--- src/rtl/matrix_input_packer.sv ---
// -----------------------------------------------------------------------------
// matrix_input_packer
//
// Write-side front end for the matrix storage block. Collects a row-major
// stream of DATAWIDTH-bit elements for a matrix of 1..MAXDIM x 1..MAXDIM,
// packs element idx = (r-1)*col + (c-1) into data_flow[DATAWIDTH*idx +: DATAWIDTH]
// (no padding to a MAXDIM-wide stride), then issues one single-cycle write_en
// and holds data_flow / mat_row / mat_col stable for two further cycles so the
// storage, which captures two cycles after the strobe edge, sees settled data.
//
// Handshake: an element transfers on any rising edge where
// elem_valid & elem_ready are both high; elem_ready is high only in LOAD,
// and elem_valid is ignored everywhere else.
//
// Ports:
//   clk, rst_n           clock, asynchronous active-low reset
//   start                begin a matrix (sampled only in IDLE)
//   cfg_row, cfg_col     requested dimensions, legal 1..MAXDIM
//   abort                drop the matrix being loaded (LOAD only)
//   elem_valid/elem_data element stream in
//   elem_ready           element accepted when elem_valid & elem_ready
//   write_en             storage write strobe, single-cycle pulse
//   mat_row, mat_col     latched dimensions
//   data_flow            packed matrix word
//   busy                 high in any non-IDLE state
//   done                 one-cycle pulse after a completed write
//   err_dim              one-cycle pulse on start with illegal dimensions
//   dbg_state            current FSM state, for observation only
// -----------------------------------------------------------------------------
module matrix_input_packer #(
  parameter int DATAWIDTH = 8,
  parameter int MAXDIM    = 5,
  parameter int FLOWWIDTH = MAXDIM * MAXDIM * DATAWIDTH
) (
  input  logic                 clk,
  input  logic                 rst_n,
  input  logic                 start,
  input  logic [2:0]           cfg_row,
  input  logic [2:0]           cfg_col,
  input  logic                 abort,
  input  logic                 elem_valid,
  input  logic [DATAWIDTH-1:0] elem_data,
  output logic                 elem_ready,
  output logic                 write_en,
  output logic [2:0]           mat_row,
  output logic [2:0]           mat_col,
  output logic [FLOWWIDTH-1:0] data_flow,
  output logic                 busy,
  output logic                 done,
  output logic                 err_dim,
  output logic [2:0]           dbg_state
);

  localparam logic [2:0] ST_IDLE  = 3'd0;
  localparam logic [2:0] ST_LOAD  = 3'd1;
  localparam logic [2:0] ST_WRITE = 3'd2;
  localparam logic [2:0] ST_HOLD1 = 3'd3;
  localparam logic [2:0] ST_HOLD2 = 3'd4;

  localparam logic [2:0] MAX_DIM3 = 3'(MAXDIM);

  logic [2:0] state;
  logic [4:0] idx;    // next element slot
  logic [4:0] total;  // row*col, at most 25

  logic dims_ok;
  assign dims_ok = (cfg_row != 3'd0) && (cfg_row <= MAX_DIM3) &&
                   (cfg_col != 3'd0) && (cfg_col <= MAX_DIM3);

  assign dbg_state = state;

  always_ff @(posedge clk or negedge rst_n) begin
    if (!rst_n) begin
      state      <= ST_IDLE;
      idx        <= 5'd0;
      total      <= 5'd0;
      elem_ready <= 1'b0;
      write_en   <= 1'b0;
      mat_row    <= 3'd0;
      mat_col    <= 3'd0;
      data_flow  <= '0;
      busy       <= 1'b0;
      done       <= 1'b0;
      err_dim    <= 1'b0;
    end else begin
      // Pulse outputs default low; the branches below raise them for one cycle.
      write_en <= 1'b0;
      done     <= 1'b0;
      err_dim  <= 1'b0;

      case (state)
        ST_IDLE: begin
          if (start) begin
            if (dims_ok) begin
              mat_row    <= cfg_row;
              mat_col    <= cfg_col;
              total      <= {2'b00, cfg_row} * {2'b00, cfg_col};
              data_flow  <= '0;
              idx        <= 5'd0;
              state      <= ST_LOAD;
              busy       <= 1'b1;
              elem_ready <= 1'b1;
            end else begin
              // Previous matrix outputs are left untouched on a bad request.
              err_dim <= 1'b1;
            end
          end
        end

        ST_LOAD: begin
          if (abort) begin
            // Abort wins over a simultaneous handshake; partial data stays.
            state      <= ST_IDLE;
            busy       <= 1'b0;
            elem_ready <= 1'b0;
          end else if (elem_valid) begin
            data_flow[idx*DATAWIDTH +: DATAWIDTH] <= elem_data;
            idx <= idx + 5'd1;
            if (idx == total - 5'd1) begin
              state      <= ST_WRITE;
              elem_ready <= 1'b0;
              write_en   <= 1'b1;
            end
          end
        end

        ST_WRITE: state <= ST_HOLD1;

        ST_HOLD1: state <= ST_HOLD2;

        ST_HOLD2: begin
          state <= ST_IDLE;
          busy  <= 1'b0;
          done  <= 1'b1;
        end

        default: begin
          state      <= ST_IDLE;
          busy       <= 1'b0;
          elem_ready <= 1'b0;
        end
      endcase
    end
  end

endmodule

--- config.mk ---
export PLATFORM = sky130hd
export DESIGN_NAME = matrix_input_packer
export DESIGN_NICKNAME = d
export VERILOG_FILES = /design/src/rtl/matrix_input_packer.sv
export SDC_FILE = /design/constraint.sdc
export NUM_CORES = 1
export LEC_CHECK = 0
export ABC_AREA = 1
export CAP_MARGIN = 10
export CORE_ASPECT_RATIO = 2
export CORE_MARGIN = 5
export CORE_UTILIZATION = 51
export DETAILED_ROUTE_END_ITERATION = 8
export GPL_ROUTABILITY_DRIVEN = 0
export PLACE_DENSITY = 0.8
export SYNTH_ARGS = -nofsm -noshare
export SYNTH_HDL_FRONTEND = slang
export SYNTH_SLANG_ARGS = --single-unit
--- constraint.sdc ---
create_clock -name clk -period 3 [get_ports clk]
set_input_delay 0.6 -clock clk [delete_from_list [all_inputs] [get_ports clk]]
set_output_delay 0.6 -clock clk [all_outputs]
set_load 0.05 [all_outputs]
==> reports/results.tsv <==
stage	metric	value	unit
layout	mostFrequentLayoutCell	nand2_1	
timing	clock_skew	10.4	ps
logic_synthesis	synthFlopType	dfrtp_1	
critical_path	crit_start	idx[0]	
timing	slew_headroom	52.6	%
critical_path	cp_data_arrival_time	3150	ps
cts	cts_hold_buf	0	
logic_synthesis	ys_types	30	
timing	setup_viol	0	
cts	cts_tree	done	
logic_synthesis	syn-num-nets	1395	
layout	diodes	0	
route	vias	10620	
job	maxCapViolations	0	
route	first_iter_violations	1126	
critical_path	worstSetupEndpoint	data_flow[32]	
placed_design	dpl.hpwl	27.1	mm
cts	cts_root_buf	clkbuf_16	
layout	drive_gt1_share	7.86	%
cts	clk_latency	510	ps
critical_path	critPathKind	reg -> reg	
critical_path	slowest_stage	inv_2	
critical_path	r2r_setup_slack	300	ps
placed_design	dp.cells	1837	
route	route.antenna.remaining_nets	0	
floorplanning	die_width	113	um
timing	period_minus_slack	2700	ps
logic_synthesis	netlist_instances	1367	
critical_path	worstPathRequired	3450	ps
timing	worstMarginPinSlew	711	ps
cts	path_clk_slew	70	ps
logic_synthesis	synth_compound_area_share	1.51	%
layout	area_delta_synth_final	32.1	%
global_routing	overflow	0	
power	leakage	7.16	nW
worst_hold_path	min_path_type	in -> async	
timing	fmax	370	MHz
route	wl_per_cell	19.3	um
layout	layout.cells.non_filler	1872	
logic_synthesis	yosysWarningCount	0	
route	wirelength	36.2	mm
floorplanning	start_util	51.6	%
critical_path	ff2ff_path_depth	12	
cts	numClockSinks	224	
logic_synthesis	syn_area_per_cell	7.90	sq um
critical_path	max_stage_delay	400	ps
logic_synthesis	synth_mux_area_share	0	%
cts	htree_levels	1	
timing	hold_slack	128	ps
power	power.density	715	mW/mm^2
cts	cts.path.max_buffers	3	
critical_path	cp_max_fo	24	
route	route.detailed.drc	0	
placed_design	portBuffers	232	
global_routing	grt_pass1_wl	56.7	mm
cts	cts_setup_buffers	0	
logic_synthesis	async_reset_ff_share	100	%
critical_path	cp_cell_sequence	inv_2 -> ha_1 -> inv_1 -> nand2_1 -> nand2_2 -> inv_2 -> nand4_1 -> nor2_1 -> nand2_2 -> inv_2 -> nand2_1 -> nand2_1	
timing	final_hold_viol_count	0	
run_status	outcome	finished, final reports clean	
power	power	10.2	mW
power	peakVddDrop	864	uV
critical_path	crit_path_end_kind	flip-flop	
logic_synthesis	syn-cell-area	0.0108	sq mm
logic_synthesis	synth_top_family_by_area	simple AND/OR/NAND/NOR gates	
global_routing	antenna_found_initial	0	
critical_path	r2r-end	data_flow[32]	
layout	most-common-layout-cells	nand2_1, clkdlybuf4s50_1, nand3_1	
floorplanning	fp.dieH	216	um
cts	cts_inserted_buffers	20	
logic_synthesis	synth_xor_area_share	0.324	%
logic_synthesis	ys_ff_latch	224	
global_routing	grt.total_usage	29.5	%
floorplanning	core_area	0.0209	sq mm
route	via_per_inst	5.67	
critical_path	reg2reg_from	idx[0]	
floorplanning	ioPinCount	233	
floorplanning	die_area	0.0244	sq mm
logic_synthesis	yosys.area_share.simple	39.7	%
layout	fin_nets	1618	
floorplanning	rows	75	
global_routing	grt_pass1_vias	10665	
timing	slew_violations	0	
timing	fin_crit_sh	90.0	%
timing	rsz0062_at_grt	false	
logic_synthesis	synth_enable_flop_cells	0	
logic_synthesis	ys_seq_area_share	51.9	%
cts	post_cts_resized	0	
critical_path	cp-start-kind	flip-flop	
global_routing	grt_max_degree	118	
timing	final.setup.tns	0	ps
route	drt-pass1-iter-count	8	
logic_synthesis	yosys.area_share.adder	1.18	%
layout	fillers	1703	
cells in the mapped netlist (7+ instances only):
| cell | instances | share of area [%] |
|---|---|---|
| nor2_2 | 7 | 0.41 |
| buf_2 | 10 | 0.46 |
| ha_1 | 7 | 0.81 |
| o21ai_1 | 9 | 0.42 |
| nor3_1 | 60 | 2.8 |
| o21ai_0 | 11 | 0.51 |
| nor2_4 | 13 | 1.4 |
| inv_1 | 69 | 2.4 |
| nor2_1 | 103 | 3.6 |
| nand2_2 | 18 | 1.0 |
| inv_2 | 18 | 0.63 |
| clkbuf_1 | 36 | 1.3 |
| dfrtp_1 | 224 | 52 |
| nand4_1 | 59 | 3.4 |
| buf_1 | 12 | 0.42 |
| a21oi_1 | 7 | 0.32 |
| nand3_1 | 228 | 11 |
| nand2_1 | 454 | 16 |
stage by stage:
stage	utilization (%)	setup WS, ps	cell area [sq um]
CTS	68.1	366	14300
floorplan	-	756	10800
finish	68.1	301	14300
global placement	64.5	73.7	13500
detailed placement	64.5	6.74	13500
global route	68.1	93.3	14300
sequential cells by signal (all words and copies together) (netlist names):
register and count:
data_flow 200, idx 5, total 5, dbg_state 3
mat_col 3, mat_row 3, busy 1, done 1
elem_ready 1, err_dim 1, write_en 1
worst min-delay path by stage:
stage / startpoint / depth (start not counted) / end / slack [ps]
4_1_cts: rst_n / 1 / data_flow[94] / 160
3_5_place_dp: busy / 2 / busy / 460
6_report: rst_n / 1 / data_flow[91] / 130
2_1_floorplan: rst_n / 0 / busy / 300
3_3_place_gp: busy / 2 / busy / 460
5_1_grt: rst_n / 1 / data_flow[91] / 190
final cells by class:
| class | instances | area, sq um | share of cell area [%] |
|---|---|---|---|
| clock buffers | 27 | 588 | 4.12 |
| clock inverters | 8 | 165 | 1.16 |
| inverters | 89 | 334 | 2.34 |
| multi-input cells | 994 | 4620 | 32.4 |
| flip-flops and latches | 224 | 5610 | 39.3 |
| well taps | 269 | 337 | 2.36 |
| repair buffers | 261 | 2610 | 18.3 |
critical path: cells and delay by family, from the launching register on:
family	cells	cell delay, ps
fa+ha+maj	1	240
buf+inv	4	770
flops	1	390
simple gates	7	1230
power breakdown:
part | switching [mW] | internal, mW | leakage, nW
registers | 0.125 | 3.16 | 3.11
clock network | 1.14 | 1.80 | 0.372
logic | 3.07 | 0.888 | 3.68
cells by family after synthesis:
group | after synthesis
XOR/XNOR | 4
AND/OR/NAND/NOR | 950
flip-flops | 224
buffers and inverters | 149
adder cells (fa/ha/maj) | 9
AO/OA/AOI/OAI | 31
routing by layer:
| metal | part of all wire [%] | GRT usage, % | vias up |
|---|---|---|---|
| met5 | 0 | 0 | - |
| met4 | 8.1 | 20.2 | 0 |
| met3 | 6.9 | 4.74 | 182 |
| met2 | 52 | 52.1 | 558 |
| met1 | 33 | 31.6 | 4960 |
| li1 | - | - | 4920 |
No activity file was read; power rests on OpenSTA's default activity.
